$ cat config.mk
export PLATFORM = sky130hd
export DESIGN_NAME = sattn_mmio_host
export DESIGN_NICKNAME = d
export VERILOG_FILES = /design/src/rtl/sattn_mmio_host.sv
export SDC_FILE = /design/constraint.sdc
export NUM_CORES = 1
export LEC_CHECK = 0
export ABC_CLOCK_PERIOD_IN_PS = 4000
export CAP_MARGIN = 20
export CORE_ASPECT_RATIO = 2
export CORE_UTILIZATION = 47
export DETAILED_ROUTE_END_ITERATION = 8
export PLACE_DENSITY = 0.86
export SKIP_LAST_GASP = 1
export SYNTH_ARGS = -nofsm -noshare
export SYNTH_HDL_FRONTEND = slang
export SYNTH_SLANG_ARGS = --single-unit
$ cat constraint.sdc
create_clock -name clk -period 4 [get_ports clk]
set_input_delay 0.8 -clock clk [delete_from_list [all_inputs] [get_ports clk]]
set_output_delay 0.8 -clock clk [all_outputs]
set_load 0.01 [all_outputs]
$ cat src/rtl/sattn_mmio_host.sv
// sattn_mmio_host: runs one sparse-attention job over the accelerator's MMIO slave port:
// shape writes, index RAM load, command, done polling, checksum read, then a held response.
module sattn_mmio_host #(
  parameter int ADDR_WIDTH     = 16,
  parameter int DATA_WIDTH     = 64,
  parameter int TIMEOUT_CYCLES = 4096
) (
  input  logic                  clk,
  input  logic                  rstn,
  input  logic                  req_valid,
  output logic                  req_ready,
  input  logic [7:0]            req_cmd,
  input  logic [15:0]           req_m_rows,
  input  logic [15:0]           req_head_d,
  input  logic [15:0]           req_s_tokens,
  input  logic [15:0]           req_block_sz,
  input  logic [15:0]           req_k_blocks,
  input  logic [15:0]           req_idx_count,
  input  logic                  idx_valid,
  output logic                  idx_ready,
  input  logic [15:0]           idx_data,
  output logic                  mmio_wen,
  output logic                  mmio_ren,
  output logic [ADDR_WIDTH-1:0] mmio_addr,
  output logic [DATA_WIDTH-1:0] mmio_wdata,
  input  logic [DATA_WIDTH-1:0] mmio_rdata,
  output logic                  rsp_valid,
  input  logic                  rsp_ready,
  output logic [63:0]           rsp_sum,
  output logic                  rsp_timeout,
  output logic                  busy
);

  localparam logic [ADDR_WIDTH-1:0] A_M_ROWS   = ADDR_WIDTH'(16'h30);
  localparam logic [ADDR_WIDTH-1:0] A_HEAD_D   = ADDR_WIDTH'(16'h38);
  localparam logic [ADDR_WIDTH-1:0] A_BLOCK_SZ = ADDR_WIDTH'(16'h40);
  localparam logic [ADDR_WIDTH-1:0] A_K_BLOCKS = ADDR_WIDTH'(16'h48);
  localparam logic [ADDR_WIDTH-1:0] A_S_TOKENS = ADDR_WIDTH'(16'h50);
  localparam logic [ADDR_WIDTH-1:0] A_CMD      = ADDR_WIDTH'(16'h60);
  localparam logic [ADDR_WIDTH-1:0] A_SUM_ACC  = ADDR_WIDTH'(16'h68);
  localparam logic [ADDR_WIDTH-1:0] A_IDX_ADDR = ADDR_WIDTH'(16'h70);
  localparam logic [ADDR_WIDTH-1:0] A_IDX_DATA = ADDR_WIDTH'(16'h78);
  localparam logic [ADDR_WIDTH-1:0] A_SUM_15   = ADDR_WIDTH'(16'h80);
  localparam logic [ADDR_WIDTH-1:0] A_SUM_16   = ADDR_WIDTH'(16'h88);
  localparam logic [31:0]           TO_LIMIT   = 32'(TIMEOUT_CYCLES);

  typedef enum logic [2:0] {
    S_IDLE, S_CFG, S_IDX_A, S_IDX_D, S_CMD, S_WAIT, S_READ, S_RESP
  } state_t;

  state_t      r_state, w_next;
  logic [7:0]  r_cmd;
  logic [15:0] r_m_rows, r_head_d, r_s_tokens, r_block_sz, r_k_blocks, r_idx_count;
  logic [2:0]  r_cfg_cnt;
  logic [15:0] r_idx_cnt;
  logic [15:0] r_poll_cnt;
  logic [63:0] r_sum;
  logic        r_timeout;

  logic                  w_wen, w_ren, w_idx_ready;
  logic [ADDR_WIDTH-1:0] w_addr;
  logic [DATA_WIDTH-1:0] w_wdata;
  logic                  w_nop, w_last_idx, w_poll_hit, w_csum_hit;
  logic [15:0]           w_poll_inc;
  logic [ADDR_WIDTH-1:0] w_csum_addr;
  state_t                w_after_idx;

  assign w_nop       = (r_cmd == 8'h00);
  assign w_last_idx  = (r_idx_cnt == r_idx_count - 16'd1);
  assign w_after_idx = w_nop ? S_RESP : S_CMD;
  assign w_poll_inc  = (r_poll_cnt == 16'hFFFF) ? r_poll_cnt : r_poll_cnt + 16'd1;
  assign w_poll_hit  = ({16'd0, w_poll_inc} >= TO_LIMIT);

  // Each checksum opcode has its own result register; other opcodes report zero.
  always_comb begin
    w_csum_hit  = 1'b1;
    w_csum_addr = A_SUM_ACC;
    case (r_cmd)
      8'h14:   w_csum_addr = A_SUM_ACC;
      8'h15:   w_csum_addr = A_SUM_15;
      8'h16:   w_csum_addr = A_SUM_16;
      default: w_csum_hit  = 1'b0;
    endcase
  end

  always_comb begin
    w_next      = r_state;
    w_wen       = 1'b0;
    w_ren       = 1'b0;
    w_addr      = '0;
    w_wdata     = '0;
    w_idx_ready = 1'b0;
    case (r_state)
      S_IDLE: if (req_valid) w_next = S_CFG;
      S_CFG: begin
        w_wen = 1'b1;
        case (r_cfg_cnt)
          3'd0:    begin w_addr = A_M_ROWS;   w_wdata = DATA_WIDTH'(r_m_rows);   end
          3'd1:    begin w_addr = A_HEAD_D;   w_wdata = DATA_WIDTH'(r_head_d);   end
          3'd2:    begin w_addr = A_S_TOKENS; w_wdata = DATA_WIDTH'(r_s_tokens); end
          3'd3:    begin w_addr = A_BLOCK_SZ; w_wdata = DATA_WIDTH'(r_block_sz); end
          default: begin w_addr = A_K_BLOCKS; w_wdata = DATA_WIDTH'(r_k_blocks); end
        endcase
        if (r_cfg_cnt == 3'd4) w_next = (r_idx_count != 16'd0) ? S_IDX_A : w_after_idx;
      end
      S_IDX_A: begin
        w_wen   = 1'b1;
        w_addr  = A_IDX_ADDR;
        w_wdata = DATA_WIDTH'(r_idx_cnt);
        w_next  = S_IDX_D;
      end
      S_IDX_D: if (idx_valid) begin
        w_wen       = 1'b1;
        w_addr      = A_IDX_DATA;
        w_wdata     = DATA_WIDTH'(idx_data);
        w_idx_ready = 1'b1;
        w_next      = w_last_idx ? w_after_idx : S_IDX_A;
      end
      S_CMD: begin
        w_wen   = 1'b1;
        w_addr  = A_CMD;
        w_wdata = DATA_WIDTH'(r_cmd);
        w_next  = S_WAIT;
      end
      S_WAIT: begin
        w_ren  = 1'b1;
        w_addr = A_CMD;
        if (mmio_rdata[0])   w_next = S_READ;
        else if (w_poll_hit) w_next = S_RESP;
      end
      S_READ: begin
        w_ren  = w_csum_hit;
        w_addr = w_csum_hit ? w_csum_addr : '0;
        w_next = S_RESP;
      end
      S_RESP: if (rsp_ready) w_next = S_IDLE;
      default: w_next = S_IDLE;
    endcase
  end

  always_ff @(posedge clk or negedge rstn) begin
    if (!rstn) begin
      r_state     <= S_IDLE;
      r_cmd       <= '0;
      r_m_rows    <= '0;
      r_head_d    <= '0;
      r_s_tokens  <= '0;
      r_block_sz  <= '0;
      r_k_blocks  <= '0;
      r_idx_count <= '0;
      r_cfg_cnt   <= '0;
      r_idx_cnt   <= '0;
      r_poll_cnt  <= '0;
      r_sum       <= '0;
      r_timeout   <= 1'b0;
    end else begin
      r_state <= w_next;
      case (r_state)
        S_IDLE: if (req_valid) begin
          r_cmd       <= req_cmd;
          r_m_rows    <= req_m_rows;
          r_head_d    <= req_head_d;
          r_s_tokens  <= req_s_tokens;
          r_block_sz  <= req_block_sz;
          r_k_blocks  <= req_k_blocks;
          r_idx_count <= req_idx_count;
          r_cfg_cnt   <= '0;
          r_idx_cnt   <= '0;
          r_poll_cnt  <= '0;
          r_sum       <= '0;
          r_timeout   <= 1'b0;
        end
        S_CFG:   r_cfg_cnt <= r_cfg_cnt + 3'd1;
        S_IDX_D: if (idx_valid) r_idx_cnt <= r_idx_cnt + 16'd1;
        S_CMD:   r_poll_cnt <= '0;
        S_WAIT: if (!mmio_rdata[0]) begin
          r_poll_cnt <= w_poll_inc;
          if (w_poll_hit) r_timeout <= 1'b1;
        end
        // Slave latched its checksum on the DONE cycle, so the read lands one cycle later.
        S_READ: if (w_csum_hit) r_sum <= 64'(mmio_rdata);
        default: ;
      endcase
    end
  end

  assign req_ready   = (r_state == S_IDLE);
  assign busy        = (r_state != S_IDLE);
  assign idx_ready   = w_idx_ready;
  assign mmio_wen    = w_wen;
  assign mmio_ren    = w_ren;
  assign mmio_addr   = w_addr;
  assign mmio_wdata  = w_wdata;
  assign rsp_valid   = (r_state == S_RESP);
  assign rsp_sum     = r_sum;
  assign rsp_timeout = r_timeout;

endmodule

# [Yosys cells after proc, flatten, opt, wreduce, memory -nomap -nowiden]
# Cells that the tools add are included.
[totals] regBits=207 latch_bits=0 ram_bits=0 rom_bits=0 out_inout_bits=151 word_cells=100 memories=0
[classes] addsub=4 multipliers=0 div=0 order_cmp=1 n_eq_ne=24 n_shift=0 mux=38 bitwise=0 n_reduce_logical=20
[ops] operator="$mux W64" n=2
[ops] operator="$pmux W16 S4" n=2
[ops] operator="$pmux W64 S2" n=1
[ops] operator="$mux W16" n=6
[ops] operator="$pmux W16 S5" n=1
[ops] operator="$pmux W16 S3" n=1
[ops] operator="$add A16 B1 Y16 const B" n=2
[ops] operator="$pmux W16 S2" n=1
[ops] operator="$pmux W7 S4" n=1
[ops] operator="$mux W3" n=9
[ops] operator="$eq A8 B5 Y1 const B" n=3
[ops] operator="$pmux W3 S8" n=1
[ops] operator="$eq A16 B16 Y1" n=1
[ops] operator="$eq A16 B16 Y1 const B" n=1
[ops] operator="$ge A16 B13 Y1 const B" n=1
[ops] operator="$pmux W8 S2" n=1
[ops] operator="$reduce_bool A16 Y1" n=1
[ops] operator="$sub A16 B1 Y16 const B" n=1
[ops] operator="$eq A3 B3 Y1 const B" n=5
[ops] operator="$eq A3 B2 Y1 const B" n=4
[ops] operator="$ne A2 B2 Y1 const B" n=6
[ops] operator="$reduce_and A3 Y1" n=3
[ops] operator="$logic_not A8 Y1" n=1
[ops] operator="$reduce_bool A2 Y1" n=4
[ops] operator="16 further kinds" n=28

# [Longest topological paths before layout]
# Gate-level depths: netlist (run 1).
[depth] ltp_word=6 depth_mapped=11 ltp_nobuf=9

# [Worst setup path after synthesis (run 1)]
# OpenSTA, ideal clock, no wires.
[synth_timing] path_kind="flip-flop to output port" from="register r_cfg_cnt[0]" to="output mmio_wdata[14]" arrival_ps=2388 t_required_ps=3200 path_slack_ps=812 stages_incl_launch_ff=9 cell_sequence="dfrtp_1 ha_1 ha_1 clkbuf_1 nor4_1 clkbuf_1 nand2_1 a31oi_1 a221o_1"
[synth_via] elab_chain_cells=3 word_cells_on_any_way=6 classes_between="eq/ne (3); mux (2); reduce/logical (1)"
[synth_rtl] element="start, declared" line_no="54" text="logic [2:0] r_cfg_cnt;"
[synth_rtl] element="start signal, assigned" line_no="173" text="S_CFG: r_cfg_cnt <= r_cfg_cnt + 3'd1;"
[synth_rtl] element="$eq A3 B2 Y1 (tied with other cells)" line_no="97" text="case (r_cfg_cnt)"
[synth_rtl] element="$pmux W16 S4 *" line_no="97"
[synth_rtl] element="$pmux W16 S4 *" line_no="93" text="case (r_state)"
[synth_rtl] element="end, declared" line_no="25" text="output logic [DATA_WIDTH-1:0] mmio_wdata,"
# Mark *: on every way between the ends. The rest lies on a longest branch, timed or not.

# [Worst setup path after layout (run 1)]
[layout_timing] from="register r_cfg_cnt[0]" to="output mmio_addr[3]"
[layout_via] elab_chain_cells=3 word_cells_on_any_way=6 classes_between="eq/ne (3); mux (2); reduce/logical (1)"
[layout_rtl] element="$eq A3 B2 Y1 (tied with other cells)" line_no="97"
[layout_rtl] element="$pmux W7 S4 *" line_no="97"
[layout_rtl] element="$pmux W16 S5 *" line_no="93"
[layout_rtl] element="end, declared" line_no="24" text="output logic [ADDR_WIDTH-1:0] mmio_addr,"
# Marked as above.

==> results.toml, run 1 <==
[run_status]
status = "completed"

[critical_path]
startpoint_type = "flip-flop"
required_ns = 3.20
r2r_setup_slack_ns = 1.12
reg2reg_to = "r_state[2]"
worstRegToRegCells = 9
rr_startpoint = "r_idx_count[0]"
worstSetupPathType = "flip-flop to output pin"
cp-end-kind = "output pin"
cp_max_fo = 17
worstPathArrival_ns = 3.04

[layout]
area_delta_synth_final_pct = 33.2
layout_commonest_cell = "nand2_1"
final_cell_area_sq_mm = 0.0140
num-fill-cells = 1791
mostFrequentLayoutCells = "480 x nand2_1, 279 x clkdlybuf4s50_1, 207 x dfrtp_1"
final_util = 0.637
drive_above_1_share = 0.0469
layout.nets = 1699

[synth]
yosys_warnings = 0
seq_area_frac_synth = 0.493
syn-cell-area_sq_mm = 0.0105
synth_edf_count = 0
async_flop_share = 1.00
netlist_instances = 1267
synth_cell_type_count = 65
ys_seq_elements = 207
synth-main-ff-cell = "dfrtp_1"
syn_area_per_cell_sq_um = 8.29

[pwr]
power.leakage_nw = 6.30
ir_drop_mv = 0.422
switching_share = 0.378
seqPwrFrac = 0.390
power.density_mw_per_mm2 = 570
p_switching_mw = 3.01
pwr-share-clk = 0.237
internal_power_mw = 4.96
comb_power_share = 0.373

[detailed_routing]
ant_nets = 0
vias = 9690
viasPerCell = 5.41
dr.pass1.iters = 5
wl_per_cell_um = 17.9
first_iter_violations = 608
wl_mm = 32.0
drc_errors = 0

[worst_hold_path]
hold_class = "input pin to async pin"

[timing]
relSlewSlack = 0.493
hold_viol_final = 0
setup_viol = 0
fin_crit_ns = 3.84
fin_setup_tns_ns = 0
worst_pin_slew_ns = 0.754
slew_viol_final = 0
fin_skew_ns = 0.0145
period_share = 0.959
max_freq_mhz = 261
rsz0062_at_grt = "no"

[clock_network]
clock_sinks = 207
cts_max_level = 1
clkTransAtPathRegs_ns = 0.07
cts_buffers = 20
ctsRootBufferMaster = "clkbuf_16"
clockBufferDepth = 3
post_cts_resized = 1
cts_hold_buffers = 0
worstSkewPairLatency_ns = 0.51
cts_tree = "yes"
cts_setup_buffers = 0

[grt]
grt_pass1_wl_mm = 48.6
grt_max_degree = 129
grt_pass1_vias = 9353
grt_use_total = 0.276
antenna_found_initial = 1
grt-ovfl-total = 0

[floorplanning]
coreArea_sq_mm = 0.0220
initial_core_util = 0.478
io_pins = 340
dieArea_sq_mm = 0.0230
die_height_um = 213
rows = 77
fp.dieW_um = 108

[placed_design]
hpwlAfterDp_mm = 23.1
place_area_sq_mm = 0.0133
numPortBuffers = 280
gp_congestion = 0.912

[job]
cap_violations = 0
==> power groups by stage <==
stage	registers, mW	logic [mW]	clock network [mW]
4_1_cts	3.10	2.95	1.92
3_3_place_gp	3.10	2.85	0
6_report	3.11	2.97	1.89
2_1_floorplan	2.93	1.97	0
3_5_place_dp	3.13	2.92	0
5_1_grt	3.17	3.29	1.99
==> logic make-up (layout without fill, tap and decap cells) <==
kind of cell / after synthesis / in the layout / share of synthesized area
AND/OR/NAND/NOR: 636 / 636 / 0.256
AO/OA/AOI/OAI: 222 / 222 / 0.132
buffers and inverters: 156 / 345 / 0.0778
flip-flops: 207 / 207 / 0.493
multiplexers: 3 / 3 / 0.00298
adder cells (fa/ha/maj): 8 / 8 / 0.00953
other: 1 / 60 / 0.000357
XOR/XNOR: 34 / 34 / 0.0284
==> worst max-delay path, stage by stage (launching register included) <==
cell	delay (ns)
dfrtp_1	0.43
ha_1	0.22
ha_1	0.21
nor4_2	0.26
buf_4	0.29
nor2_1	0.07
o221ai_1	0.42
clkdlybuf4s50_1	0.64
==> cell type report <==
type / count / area (sq um) / area share
Antenna cell: 1 / 2.50 / 0.000179
Clock buffer: 29 / 596 / 0.0426
Clock inverter: 5 / 52.6 / 0.00376
Inverter: 14 / 52.6 / 0.00376
Multi-Input combinational cell: 962 / 4770 / 0.341
Sequential cell: 207 / 5180 / 0.370
Tap cell: 276 / 345 / 0.0247
Timing Repair Buffer: 297 / 2990 / 0.214
==> worst max path at each step <==
stage                             from        endpoint  slack, ns  depth (start not counted)
after CTS                 r_cfg_cnt[0]    mmio_addr[3]       0.12                          7
after floorplan           r_cfg_cnt[0]  mmio_wdata[14]       0.81                          8
after global placement       idx_valid   mmio_wdata[0]       0.40                          6
after detailed placement     idx_valid   mmio_wdata[0]       0.33                          6
final                     r_cfg_cnt[0]    mmio_addr[3]       0.16                          7
after global routing      r_cfg_cnt[0]    mmio_addr[3]       0.04                          8
==> per-stage QoR <==
stage | std cells | hold slack (ns) | setup slack (ns) | total power [mW]
final | 1791 | 0.336 | 0.165 | 7.97
after global routing | 1791 | 0.387 | 0.0405 | 8.46
after CTS | 1789 | 0.364 | 0.117 | 7.97
after detailed placement | 1755 | 0.464 | 0.332 | 6.06
after global placement | 1755 | 0.458 | 0.399 | 5.95
after floorplan | 1325 | 0.443 | 0.812 | 4.90
==> cells in the mapped netlist, types with 5 or more instances <==
cell / count / area share
and2_1: 6 / 0.0036
o21ai_0: 110 / 0.052
xor2_1: 19 / 0.016
buf_1: 13 / 0.0046
a31oi_1: 19 / 0.011
clkbuf_1: 67 / 0.024
dfrtp_1: 207 / 0.49
nand4_1: 12 / 0.0071
nor2_1: 46 / 0.016
a22oi_1: 33 / 0.024
ha_1: 8 / 0.0095
a21oi_1: 19 / 0.0091
nand2_1: 481 / 0.17
xnor2_1: 15 / 0.013
or3_1: 5 / 0.0030
inv_1: 14 / 0.0050
a221o_1: 8 / 0.0076
buf_4: 59 / 0.042
nor4_1: 12 / 0.0071
and3_1: 8 / 0.0048
a222oi_1: 8 / 0.0076
nor3_1: 18 / 0.0086
nand3_1: 12 / 0.0057
nor2b_1: 10 / 0.0060
==> registers in the layout (all words and copies together), names as in the netlist, 8 cells and up <==
register,count
r_block_sz,16
r_cmd,8
r_head_d,16
r_idx_cnt,16
r_idx_count,16
r_k_blocks,16
r_m_rows,16
r_poll_cnt,16
r_s_tokens,16
rsp_sum,64
==> routing by layer <==
layer  share of wire  GRT usage
met1            0.37      0.331
met2            0.51      0.469
met3           0.062     0.0374
met4           0.058      0.161
met5               0          0
No activity file was read; power rests on OpenSTA's default activity.
==> run 2, diff against run 1 <==
--- a/config.mk
+++ b/config.mk
@@ -12,6 +12,7 @@
 export DETAILED_ROUTE_END_ITERATION = 8
 export PLACE_DENSITY = 0.86
 export SKIP_LAST_GASP = 1
+export SLEW_MARGIN = 20
 export SYNTH_ARGS = -nofsm -noshare
 export SYNTH_HDL_FRONTEND = slang
 export SYNTH_SLANG_ARGS = --single-unit
==> run 2 against run 1 <==
  * Die area stayed put
  * Sequential share of layout area hardly changed
  * Via count is 0.31% higher
  * Register-to-register slack hardly changed
  * Setup slack worse by 0.018 ns
  * Sequential power hardly changed
  * Combinational power hardly changed
==> results.toml, run 2 (synthesis gave the netlist of run 1 again) <==
[timing]
period_share = 0.963
worst_pin_slew_ns = 0.774
max_freq_mhz = 260
fin_setup_tns_ns = 0
fin_skew_ns = 0.0160
worst_slack_ns = 0.147
fin_crit_ns = 3.85
setup_viol = 0
hold_viol_final = 0
rsz0062_at_grt = "no"
relSlewSlack = 0.479
slew_viol_final = 0

[critical_path]
startpoint_type = "flip-flop"
cp_max_fo = 17
required_ns = 3.20
worstSetupPathType = "flip-flop to output pin"
cp-end-kind = "output pin"
worstPathArrival_ns = 3.05

[placed_design]
gp_congestion = 0.912
hpwlAfterDp_mm = 23.1
numPortBuffers = 280
pre_cts_ws_ns = 0.332

[grt]
grt_max_degree = 129
grt_pass1_wl_mm = 48.6
grt_pass1_vias = 9353
grt-ovfl-total = 0
antenna_found_initial = 1
grt_use_total = 0.276

[clock_network]
cts_buffers = 20
cts_setup_buffers = 0
worstSkewPairLatency_ns = 0.51
ctsRootBufferMaster = "clkbuf_16"
cts_max_level = 1
clock_sinks = 207
clockBufferDepth = 3
cts_tree = "yes"
clkTransAtPathRegs_ns = 0.07

[pwr]
power.leakage_nw = 6.28
power.density_mw_per_mm2 = 570
power_mw = 7.97
ir_drop_mv = 0.451

[detailed_routing]
drc_errors = 0
vias = 9720
ant_nets = 0
dr.pass1.iters = 5
wl_per_cell_um = 17.9
first_iter_violations = 554
viasPerCell = 5.43
wl_mm = 32.1

[floorplanning]
io_pins = 340
initial_core_util = 0.478
fp.dieW_um = 108
die_height_um = 213
coreArea_sq_mm = 0.0220
rows = 77
dieArea_sq_mm = 0.0230

[run_status]
status = "completed"

[layout]
area_delta_synth_final_pct = 33.1
mostFrequentLayoutCells = "480 x nand2_1, 279 x clkdlybuf4s50_1, 207 x dfrtp_1"
drive_above_1_share = 0.0463
layout.nets = 1698
largest_reg_flops = 64
layout_commonest_cell = "nand2_1"

[job]
cap_violations = 0

[worst_hold_path]
hold_class = "input pin to async pin"
==> run 2: layer usage <==
| layer | vias up | GRT usage | share of wire |
|---|---|---|---|
| li1 | 4569 | - | - |
| met4 | 0 | 0.161 | 0.057 |
| met5 | - | 0 | 0 |
| met3 | 96 | 0.0374 | 0.058 |
| met1 | 4598 | 0.331 | 0.38 |
| met2 | 457 | 0.469 | 0.50 |
==> run 2: where the power goes <==
| group | internal [mW] | leakage [nW] | switching (mW) |
|---|---|---|---|
| clock | 1.10 | 0.318 | 0.800 |
| combinational | 1.23 | 3.23 | 1.73 |
| sequential | 2.62 | 2.73 | 0.495 |
==> run 2: layout make-up <==
type | count | area, sq um
Fill cell | 1790 | 8000
Inverter | 14 | 52.6
Tap cell | 276 | 345
Multi-Input combinational cell | 962 | 4780
Clock buffer | 29 | 596
Timing Repair Buffer | 296 | 2960
Antenna cell | 1 | 2.50
Sequential cell | 207 | 5180
Clock inverter | 5 | 52.6
==> run 2: worst paths after layout <==
kind / startpoint / to / slack (ns) / depth (start not counted)
min in group clk: rsp_sum[13] / rsp_sum[13] / 0.48 / 2
max in group asynchronous: rstn / rsp_sum[20] / 2.66 / 2
hold / removal: rstn / r_idx_cnt[12] / 0.33 / 1
hold reg to reg: rsp_sum[13] / rsp_sum[13] / 0.48 / 2
setup reg to reg: r_idx_count[0] / r_state[2] / 1.12 / 9
setup / recovery: r_cfg_cnt[0] / mmio_addr[3] / 0.15 / 7
==> run 2: critical path: stages (launching register included) <==
cell and delay (ns):
dfrtp_1 0.43, ha_1 0.22, ha_1 0.21, nor4_2 0.26, buf_4 0.29, nor2_1 0.07, o221ai_1 0.42, clkdlybuf4s50_1 0.64
==> run 2: what timing repair did <==
action,4_1_cts,5_1_grt
hold buffers,0,0
endpoints found under the hold margin,0,0
resized for setup,1,0
setup endpoints to repair,1,0
==> run 2: per-stage QoR <==
step / cell area (sq um) / hold slack, ns / utilization / instances
6_report: 14000 / 0.328 / 0.636 / 1790
5_1_grt: 14000 / 0.387 / 0.636 / 1790
4_1_cts: 14000 / 0.364 / 0.636 / 1789
3_5_place_dp: 13300 / 0.464 / 0.606 / 1755
3_3_place_gp: 13300 / 0.458 / 0.606 / 1755
2_1_floorplan: 10700 / 0.443 / - / 1325
